[src/rtl/alu_arbiter.sv]
// alu_arbiter: round-robin arbiter sharing one ALU between two valid/ready requesters
module alu_arbiter #(
  parameter int ALU_WAIT = 2
) (
  input  logic       clk,
  input  logic       rst_n,
  input  logic       req_valid_0,
  output logic       req_ready_0,
  input  logic [5:0] req_op_0,
  input  logic [7:0] req_a_0,
  input  logic [7:0] req_b_0,
  input  logic       req_valid_1,
  output logic       req_ready_1,
  input  logic [5:0] req_op_1,
  input  logic [7:0] req_a_1,
  input  logic [7:0] req_b_1,
  output logic       rsp_valid_0,
  input  logic       rsp_ready_0,
  output logic       rsp_valid_1,
  input  logic       rsp_ready_1,
  output logic [7:0] rsp_result,
  output logic       rsp_err,
  output logic [7:0] alu_a,
  output logic [7:0] alu_b,
  output logic [5:0] alu_op,
  input  logic [7:0] alu_result,
  output logic       busy
);
  typedef enum logic [1:0] {IDLE, EXEC, RESP} state_t;
  state_t     state;
  logic [3:0] cnt;
  logic       last_grant, owner, sel, take, bad;
  logic [5:0] op_in;
  logic [7:0] a_in, b_in;
  always_comb begin
    sel   = (req_valid_0 && req_valid_1) ? ~last_grant : req_valid_1;
    take  = (state == IDLE) && (req_valid_0 || req_valid_1);
    op_in = sel ? req_op_1 : req_op_0;
    a_in  = sel ? req_a_1 : req_a_0;
    b_in  = sel ? req_b_1 : req_b_0;
    bad   = !(op_in inside {6'h00, 6'h01, 6'h02, 6'h03, 6'h04, 6'h08, 6'h09, 6'h0a, 6'h0b, 6'h10, 6'h11})
            || (op_in == 6'h03 && b_in == 8'd0)
            || ((op_in == 6'h10 || op_in == 6'h11) && b_in > 8'd7);
  end
  assign req_ready_0 = take && !sel;
  assign req_ready_1 = take && sel;
  assign rsp_valid_0 = (state == RESP) && !owner;
  assign rsp_valid_1 = (state == RESP) && owner;
  assign busy        = state != IDLE;
  always_ff @(posedge clk) begin
    if (!rst_n) begin
      state      <= IDLE;
      cnt        <= '0;
      last_grant <= 1'b1;
      owner      <= 1'b0;
      rsp_result <= '0;
      rsp_err    <= 1'b0;
      alu_a      <= '0;
      alu_b      <= '0;
      alu_op     <= '0;
    end else begin
      case (state)
        IDLE: if (take) begin
          owner      <= sel;
          last_grant <= sel;
          if (bad) begin
            state      <= RESP;
            rsp_err    <= 1'b1;
            rsp_result <= '0;
          end else begin
            state  <= EXEC;
            cnt    <= 4'(ALU_WAIT - 1);
            alu_a  <= a_in;
            alu_b  <= b_in;
            alu_op <= op_in;
          end
        end
        EXEC: if (cnt == 4'd0) begin
          state      <= RESP;
          rsp_result <= alu_result;
          rsp_err    <= 1'b0;
        end else cnt <= cnt - 4'd1;
        RESP: if (owner ? rsp_ready_1 : rsp_ready_0) state <= IDLE;
        default: state <= IDLE;
      endcase
    end
  end
endmodule

[config.mk]
export PLATFORM = sky130hd
export DESIGN_NAME = alu_arbiter
export DESIGN_NICKNAME = d
export VERILOG_FILES = /design/src/rtl/alu_arbiter.sv
export SDC_FILE = /design/constraint.sdc
export NUM_CORES = 1
export LEC_CHECK = 0
export CAP_MARGIN = 20
export CORE_MARGIN = 5
export CORE_UTILIZATION = 35
export CTS_CLUSTER_DIAMETER = 50
export DETAILED_ROUTE_END_ITERATION = 12
export PLACE_DENSITY = 0.81
export SKIP_LAST_GASP = 1
export SYNTH_ARGS = -nofsm -noshare
export SYNTH_HDL_FRONTEND = slang
export SYNTH_SLANG_ARGS = --single-unit
export TNS_END_PERCENT = 5
[constraint.sdc]
create_clock -name clk -period 2.8 [get_ports clk]
set_clock_uncertainty 0.2 [all_clocks]
set_input_delay 0.42 -clock clk [delete_from_list [all_inputs] [get_ports clk]]
set_output_delay 0.42 -clock clk [all_outputs]
set_load 0.02 [all_outputs]
==> results of run 1 <==
power breakdown:
group | internal [W] | switching, W
registers | 0.000581 | 0.0000202
clock network | 0.000288 | 0.000196
logic | 0.000211 | 0.000169
worst paths after layout:
check | endpoint | slack, ns | cells after the start
max | req_ready_0 | 0.11 | 6
min | alu_b[5] | 0.26 | 2
min reg2reg | alu_b[5] | 0.26 | 2
max reg2reg | alu_a[1] | 0.46 | 7
area by class of cell:
class / instances / area (um2)
multi-input cells: 178 / 1210
inverters: 6 / 22.5
well taps: 75 / 93.8
fillers: 535 / 2590
repair buffers: 108 / 1040
clock inverters: 2 / 35.0
clock buffers: 6 / 82.6
flip-flops and latches: 39 / 781
state kept, by name, summed over array words and instances, names as in the netlist:
register and flops:
rsp_result 8, cnt 4, last_grant 1, alu_b 8, owner 1, rsp_err 1
state 2, alu_op 6, alu_a 8
routing by layer:
metal  vias up  global-route usage, %  part of all wire, %  wire, um
met5         -                      0                    0         0
li1       1035                      -                    -         -
met1       949                   17.9                   42      2450
met2        70                   27.1                   48      2770
met4         0                   3.40                 0.41        24
met3         4                   6.53                  9.5       553
through the flow:
stage	utilization [%]	cells
after CTS	55.7	414
after floorplan	-	236
after detailed placement	53.7	406
after global placement	53.7	406
final	55.7	414
after global routing	55.7	414
cells by family (layout without fill, tap and decap cells):
logic type / after synthesis / count (layout) / share of synthesized area, %
buffers and inverters: 19 / 122 / 4.29
AND/OR/NAND/NOR: 95 / 95 / 21.4
adder cells (fa/ha/maj): 2 / 2 / 1.21
AO/OA/AOI/OAI: 36 / 36 / 12.4
multiplexers: 43 / 43 / 22.1
flip-flops: 39 / 39 / 37.7
XOR/XNOR: 2 / 2 / 0.847
worst max-delay path: cells and delay by family:
kind / cells / cell delay [ns]
compound gates: 1 / 0.08
buf+inv: 4 / 1.46
simple gates: 1 / 0.10
placed cells by master, fill, tap and decap left out:
cell type,synthesis,routed
clkdlybuf4s50_1,0,91
nand3_1,1,1
nor4b_2,1,1
o21ai_0,3,3
a211oi_1,1,1
nor3b_1,2,2
inv_1,6,6
nor3_1,7,7
o21a_1,1,1
a311oi_1,8,8
nor4b_1,3,3
a21oi_1,14,14
o32a_1,1,1
o221ai_1,1,1
xor2_1,2,2
or4_1,1,1
a2111oi_0,2,2
and4_1,1,1
bufinv_16,0,1
a21boi_4,0,1
or4_4,1,1
a31o_1,1,1
ha_1,2,2
nand4_1,1,1
nand2_1,57,57
clkbuf_8,0,6
dfxtp_1,39,39
a211oi_2,1,1
dlygate4sd2_1,0,1
mux2_2,22,22
buf_4,0,15
buf_2,2,1
nand2b_1,3,3
and3_1,2,2
clkinv_2,0,1
mux2i_1,21,21
a211o_1,2,2
nor2_1,13,13
and3b_1,1,1
and4b_1,1,1
==> impl_results.md, run 1 <==
- Avg Cell Area, Syn: just under 9 um2
- HP Start: alu_b[5]
- Worst path required time: 2.18 ns
- DPL Wire Length: ~4600 um
- Synth top area cells: dfxtp_1 38%, mux2_2 12%, nand2_1 10%
- First-pass GRT wire length: between 9000 and 10000 um
- Clock Pin Slew Worst Setup and Hold Paths: ~0.08 ns
- Synth area leader: dfxtp_1
- Nets@finish: between 300 and 400
- Antenna viol nets, final: 0
- Final min period: approximately 2.7 ns
- CP arrival: 2.07 ns
- Diode count: 0
- Synth Flop Type: dfxtp_1
- Die footprint: about 7600 um2
- Hold WC Path Type: register to register
- Max frequency: 372 MHz
- Post-route setup TNS: 0 ns
- IO Port Bufs: 93
- Critical Path Max Stage Delay: ~0.6 ns
- GPL Wtd Cong: about 0.80
- Area share of the largest cell type after synthesis: a little under two fifths
- Crit Path Class: input pin to primary output
- Leak: ~1.3 nW
- Status: completed
- Final period utilization: between 90% and 100%
- Drt pass-1 iters: 4
- PwrDens: 450 nW/um2
- Routed WL per cell: about 14 um
- Post-synthesis cell count: 236
- #FFs+latches synth: 39
- Design area: 3260 um2
- Hold WS: about 0.26 ns
- Placed cell areas: 3140 um2
- CTS Buffer Depth: 2
- Cell variety after synth: 37
- Setup crit start: req_valid_0
- RR Startpoint: last_grant
- Slew at the pin closest to its max-slew limit: 0.974 ns
- Mapped Area: slightly above 2000 um2
- Post-Route WL: 5800 um
- Core Region: ~6000 um2
- Critical path endpoint category: primary output
- H-tree depth: 2
- Initial DRC Count: 60
- Max Cap Viol: 0
- Final hold vios: 0
- Top fanout value on the critical path: 7
- Die H: 86.9 um
- Global-route usage over all layers: between 10% and 20%
- Vias after detailed routing: between 2000 and 2500
- Asr flop ratio synth: 0%
- Top-count cell post-synth: nand2_1
- # setup viols final: 0
- Worst slack at placement: -0.139 ns
- RSZ-0062 raised after global routing: no
- CTS Buf Count: 5
- DRC: 0
- CTS hold repair buffers: 0
- Number of global-route vias before repair: between 2000 and 2500
- Fin. max-slew vios: 0
- Layout area overhead: 57.5%
- Startpoint Class: input pin
- GRT overflow: 0
- Largest net degree at the start of global routing: 47
- Post-synthesis net count: 296
- Worst-skew pair later-pin latency: 0.28 ns
- CP max stage cell: clkdlybuf4s50_1
- Initial antenna violation count: 0
- Ports: 94
- Die X: a little under 90 um
- Synth top cells by count: 57 x nand2_1, 39 x dfxtp_1, 22 x mux2_2
- Starting Density: roughly 35%
- Max IR drop VDD: 0.208 mV
- Setup Buffers After CTS: 0
- Register area share after synthesis: a little under two fifths
- YS warnings: 0
- Fraction of final layout cells sized beyond drive strength 1: between 10 and 15%
- Power Total: between 0.001 and 0.0015 W
- Row count: 28
- PnR worst setup slack: 0.115 ns
- Post-synth EDFFs: 0
- Root Buffer: clkbuf_8
- Vias/cell: between 4 and 5
- TritonCTS Sinks: 39
- Post_cts resized: 1
- Max-slew headroom: 34.6%
- CTS tree: built
- CP cell instances: clkdlybuf4s50_1 -> a21boi_4 -> buf_4 -> buf_4 -> nor2_1 -> clkdlybuf4s50_1
No activity file was read; power rests on OpenSTA's default activity.
==> run 2: changes to the inputs <==
- CORE_UTILIZATION: 35 -> 42
- PLACE_DENSITY: 0.81 -> 0.93
==> run 2 against run 1 <==
  * Largest cell class unchanged
  * Largest power group unchanged
  * Global-route usage is 3.8 points higher
  * First-iteration DRC count grew to 2.6 times the previous value
  * Power down 7.1%
  * Sequential cell count stayed put
==> impl_results.md, run 2 (same netlist as run 1, synthesis figures left out) <==
- Slew at the pin closest to its max-slew limit: 0.575 ns (-0.398 ns)
- Worst path required time: 2.18 ns (about the same)
- Combinational power share: 28.9% (+3.0 points)
- Fraction of final layout cells sized beyond drive strength 1: 15.4% (+0.61 points)
- CTS Buffer Depth: 2 (unchanged)
- Initial antenna violation count: 0 (unchanged)
- Post-Route WL: 6020 um (+3.8%)
- Clock share of power: 27.0% (-6.0 points)
- Number of global-route vias before repair: 2171 (+3.7%)
- Drt pass-1 iters: 4 (unchanged)
- Sw power: 0.000385 W (+0.20%)
- Sw frac: 28.3% (+2.1 points)
- Die footprint: 6430 um2 (-15%)
- Vias/cell: 5.19 (+4.3%)
- PwrDens: 418 nW/um2 (-7.0%)
- Critical path endpoint category: primary output
- GPL Wtd Cong: 0.888 (+11%)
- Post-Layout Cell Count: 412 (-0.48%)
- IO Port Bufs: 93 (unchanged)
- Nets@finish: 404 (+1.5%)
- # setup viols final: 0 (unchanged)
- Top fanout value on the critical path: 8 (+1)
- Post_cts resized: 0 (-1)
- Max IR drop VDD: 0.237 mV (+14%)
- Worst-skew pair later-pin latency: 0.29 ns (about the same)
- Most frequent cells in the layout: 93 x clkdlybuf4s50_1, 57 x nand2_1, 39 x dfxtp_1, 22 x mux2_2, 21 x mux2i_1
- Largest net degree at the start of global routing: 30 (-36%)
- Max Cap Viol: 0 (unchanged)
- Final min period: 2.70 ns (+0.0109 ns)
- Worst slack at placement: -0.146 ns (-0.00657 ns)
- GRT overflow: 0 (unchanged)
- Max frequency: 371 MHz (-0.40%)
- First-pass GRT wire length: 9990 um (+5.0%)
- DRC: 0 (unchanged)
- Antenna viol nets, final: 0 (unchanged)
- Global-route usage over all layers: 19.5% (+3.8 points)
- R2R cell count: 5 (-2)
- Fin. max-slew vios: 0 (unchanged)
- PnR worst setup slack: 0.104 ns (-0.0109 ns)
- Most common cell after layout, fill and taps aside: clkdlybuf4s50_1
- CP arrival: 2.08 ns (about the same)
- Critical Path Max Stage Delay: 0.59 ns (-0.02 ns)
- Startpoint Class: input pin
- DPL Wire Length: 4680 um (+2.6%)
- Crit Path Class: input pin to primary output
- RSZ-0062 raised after global routing: no
- Setup Buffers After CTS: 0 (unchanged)
- Crit-path most repeated cell: clkdlybuf4s50_1
- Die H: 80.2 um (-7.7%)
- Fillcell total: 381 (-29%)
- Max-slew headroom: 61.7% (+27 points)
- Clock Pin Slew Worst Setup and Hold Paths: 0.07 ns (about the same)
- Row count: 25 (-11%)
- Final period utilization: 96.3% (+0.39 points)
- Internal: 0.000976 W (-9.7%)
- Core Region: 4750 um2 (-19%)
- Sequential Power Share: 44.1% (+3.1 points)
- Ports: 94 (unchanged)
- Vias after detailed routing: 2137 (+3.8%)
- Initial DRC Count: 156 (+160%)
- Leak: 1.31 nW (about the same)
- Placed insts: 403 (-0.74%)
- Hold WC Path Type: register to register
- CTS hold repair buffers: 0 (unchanged)
- Die X: 80.2 um (-7.7%)
- CTS Buf Count: 5 (unchanged)
- H-tree depth: 2 (unchanged)
- Status: completed
- Hold WS: 0.261 ns (-0.000319 ns)
- Layout area overhead: 57.4% (about the same)
- Root Buffer: clkbuf_8
- Starting Density: 43.5% (+8.2 points)
- Diode count: 0 (unchanged)
- CTS tree: built
- CP cell instances: clkdlybuf4s50_1 -> a21boi_2 -> buf_4 -> nand2_1 -> inv_1 -> clkdlybuf4s50_1
- Routed WL per cell: 14.6 um (+4.3%)
- Hold path cells: 2 (unchanged)
- Final hold vios: 0 (unchanged)
- CP max stage cell: clkdlybuf4s50_1
- Largest registers: alu_a x8, alu_b x8, rsp_result x8
- TritonCTS Sinks: 39 (unchanged)
-- run 2: critical path, delay by kind of cell --
kind / cells / cell delay, ns
buffers and inverters: 4 / 1.33
AOI/OAI and AO/OA: 1 / 0.25
and+or+nand+nor: 1 / 0.08
-- run 2: per-stage QoR --
step	utilization, %	total power (W)	setup TNS (ns)	instance area, um2
4_1_cts	68.3	0.00137	0	3250
3_3_place_gp	66.6	0.000992	-1.22	3170
2_1_floorplan	-	0.000801	0	2070
5_1_grt	68.5	0.00144	0	3260
6_report	68.5	0.00136	0	3260
3_5_place_dp	66.6	0.00100	-3.52	3170
-- run 2: routing by layer --
layer	global-route usage, %	vias up	part of all wire (%)
li1	-	1058	-
met1	22.2	985	41
met2	33.5	80	50
met3	6.05	14	7.2
met4	8.11	0	2.6
met5	0	-	0
-- run 2: path summary, 6_finish.rpt --
path          startpoint  slack [ns]             to
min reg2reg    alu_op[4]        0.26      alu_op[4]
min            alu_op[4]        0.26      alu_op[4]
max          req_valid_1        0.10    req_ready_1
max reg2reg   last_grant        0.41  rsp_result[3]
-- run 2: final cells by class --
type	instances	area, um2	share of cell area [%]
sequential	39	781	24.0
timing repair buffer	114	1090	33.4
clock buffer	7	76.3	2.34
tap	67	83.8	2.57
clock inverter	1	5.00	0.154
inverter	6	22.5	0.692
multi-input combinational	178	1200	36.8
-- run 2: power groups by stage --
stage	Clock [W]	Sequential, W	Combinational (W)
5_1_grt	0.000410	0.000605	0.000423
2_1_floorplan	0	0.000632	0.000168
4_1_cts	0.000375	0.000601	0.000390
3_5_place_dp	0	0.000613	0.000388
6_report	0.000367	0.000601	0.000393
3_3_place_gp	0	0.000612	0.000379
==> run 3: changes to the inputs <==
- CORE_MARGIN: 5 -> 2
==> run 3 against run 2 <==
  * Maximum frequency is essentially flat
  * Sequential cell count is the same
  * Worst hold slack lost 0.00052 ns
  * Power grew 8.8%
  * Sequential power is essentially flat
  * Sequential share of layout area is essentially flat
  * Critical path type unchanged
  * Utilization grew 0.40 points
  * Clock power grew 35%
==> impl_results.md, run 3 (same netlist as run 1, synthesis figures left out) <==
- Most common cell after layout, fill and taps aside: clkdlybuf4s50_1
- First-pass GRT wire length: 9210 um (-7.8%)
- Clock share of power: 33.6% (+6.6 points)
- Sequential Power Share: 40.5% (-3.6 points)
- H-tree depth: 2 (unchanged)
- PnR worst setup slack: 0.102 ns (-0.00192 ns)
- Worst slack at placement: -0.0777 ns (+0.0682 ns)
- Root Buffer: clkbuf_8
- Max IR drop VDD: 0.220 mV (-7.3%)
- CTS Buf Count: 5 (unchanged)
- Final min period: 2.70 ns (+0.00192 ns)
- Final period utilization: 96.4% (about the same)
- Nets@finish: 398 (-1.5%)
- Crit-path most repeated cell: clkdlybuf4s50_1
- Fraction of final layout cells sized beyond drive strength 1: 14.5% (-0.91 points)
- Startpoint Class: input pin
- GPL Wtd Cong: 0.780 (-12%)
- Max-slew headroom: 38.6% (-23 points)
- Top fanout value on the critical path: 9 (+1)
- Largest net degree at the start of global routing: 27 (-10%)
- Sw frac: 26.6% (-1.7 points)
- Ports: 94 (unchanged)
- Vias after detailed routing: 2063 (-3.5%)
- PwrDens: 455 nW/um2 (+8.9%)
- Setup Buffers After CTS: 0 (unchanged)
- Largest registers: alu_a x8, alu_b x8, rsp_result x8
- CTS tree: built
- Worst path required time: 2.18 ns (about the same)
- Placed insts: 398 (-1.2%)
- Placed cell areas: 3130 um2 (-1.2%)
- Antenna viol nets, final: 0 (unchanged)
- Number of global-route vias before repair: 2031 (-6.4%)
- DPL Wire Length: 4410 um (-5.8%)
- Final hold vios: 0 (unchanged)
- DRC: 0 (unchanged)
- Most frequent cells in the layout: 92 x clkdlybuf4s50_1, 57 x nand2_1, 39 x dfxtp_1, 22 x mux2_2, 21 x mux2i_1
- Max Cap Viol: 0 (unchanged)
- CP cell instances: clkdlybuf4s50_1 -> a21boi_2 -> buf_4 -> nand2_1 -> inv_1 -> clkdlybuf4s50_1
- # setup viols final: 0 (unchanged)
- CTS hold repair buffers: 0 (unchanged)
- TritonCTS Sinks: 39 (unchanged)
- Status: completed
- Combinational power share: 25.9% (-3.0 points)
- Layout area overhead: 57.3% (about the same)
- Row count: 25 (unchanged)
- Internal: 0.00109 W (+11%)
- Slew at the pin closest to its max-slew limit: 0.914 ns (+0.339 ns)
- Vias/cell: 5.08 (-2.0%)
- Clock Pin Slew Worst Setup and Hold Paths: 0.07 ns (about the same)
- CTS Buffer Depth: 2 (unchanged)
- Core Region: 4720 um2 (-0.66%)
- RSZ-0062 raised after global routing: no
- Fillcell total: 365 (-4.2%)
- Fin. max-slew vios: 0 (unchanged)
- Global-route usage over all layers: 21.7% (+2.2 points)
- Post-Route WL: 5630 um (-6.4%)
- Drt pass-1 iters: 4 (unchanged)
- Power Total: 0.00148 W (+8.8%)
- CP arrival: 2.08 ns (about the same)
- Max frequency: 371 MHz (about the same)
- Starting Density: 43.8% (+0.29 points)
- Diode count: 0 (unchanged)
- Area of the multi-input gates: 1200 um2 (unchanged)
- Critical Path Max Stage Delay: 0.59 ns (about the same)
- Initial antenna violation count: 0 (unchanged)
- Leak: 1.31 nW (+0.27%)
- FF/Latch Area: 781 um2 (unchanged)
- Crit Path Class: input pin to primary output
- CP max stage cell: clkdlybuf4s50_1
- Core Util, Final: 68.9% (+0.40 points)
- Design area: 3250 um2 (about the same)
- Sw power: 0.000394 W (+2.3%)
- Die X: 74.2 um (-7.5%)
- IO Port Bufs: 93 (unchanged)
- Routed WL per cell: 13.9 um (-5.0%)
- Hold WC Path Type: register to register
- Critical path endpoint category: primary output
- Post-Layout Cell Count: 406 (-1.5%)
- Die footprint: 5500 um2 (-14%)
- GRT overflow: 0 (unchanged)
- Worst-skew pair later-pin latency: 0.30 ns (about the same)
- Die H: 74.2 um (-7.5%)
- Initial DRC Count: 161 (+3.2%)
## run 3: metal layers
layer	routed length, um	vias up	global-route usage [%]
met5	0	-	0
met4	61	0	5.66
met3	422	8	6.78
met2	2850	76	39.2
met1	2300	934	24.6
li1	-	1045	-
## run 3: worst paths after layout
kind	start	to	slack (ns)	cells after the start
min	alu_op[4]	alu_op[4]	0.26	2
max	req_valid_1	req_ready_1	0.10	6
min reg2reg	alu_op[4]	alu_op[4]	0.26	2
max reg2reg	last_grant	alu_op[5]	0.54	6
## run 3: power by group through the flow
stage	Sequential, W	Clock, W	Combinational, W
2_1_floorplan	0.000632	0	0.000168
5_1_grt	0.000603	0.000521	0.000415
6_report	0.000600	0.000497	0.000383
3_3_place_gp	0.000611	0	0.000375
3_5_place_dp	0.000613	0	0.000383
4_1_cts	0.000600	0.000506	0.000385
## run 3: metrics by stage
stage | setup TNS, ns | hold slack, ns
global placement | -0.289 | 0.243
global route | 0 | 0.279
detailed placement | -1.31 | 0.254
finish | 0 | 0.260
floorplan | 0 | 0.260
CTS | 0 | 0.264
## run 3: final cells by class
cell class / count / share of cell area [%]
Sequential cell: 39 / 24.0
Clock inverter: 2 / 1.19
Timing Repair Buffer: 108 / 32.1
Inverter: 6 / 0.692
Multi-Input combinational cell: 178 / 36.9
Clock buffer: 6 / 2.54
Tap cell: 67 / 2.58
## run 3: critical path, delay by kind of cell
kind                   cells  cell delay [ns]
AO/OA/AOI/OAI              1             0.22
buffers and inverters      4             1.33
AND/OR/NAND/NOR            1             0.10
## run 3: timing repair
item,in CTS,in global routing
resized for setup,0,1
hold endpoints to repair,0,0
endpoints found under the setup margin,0,1
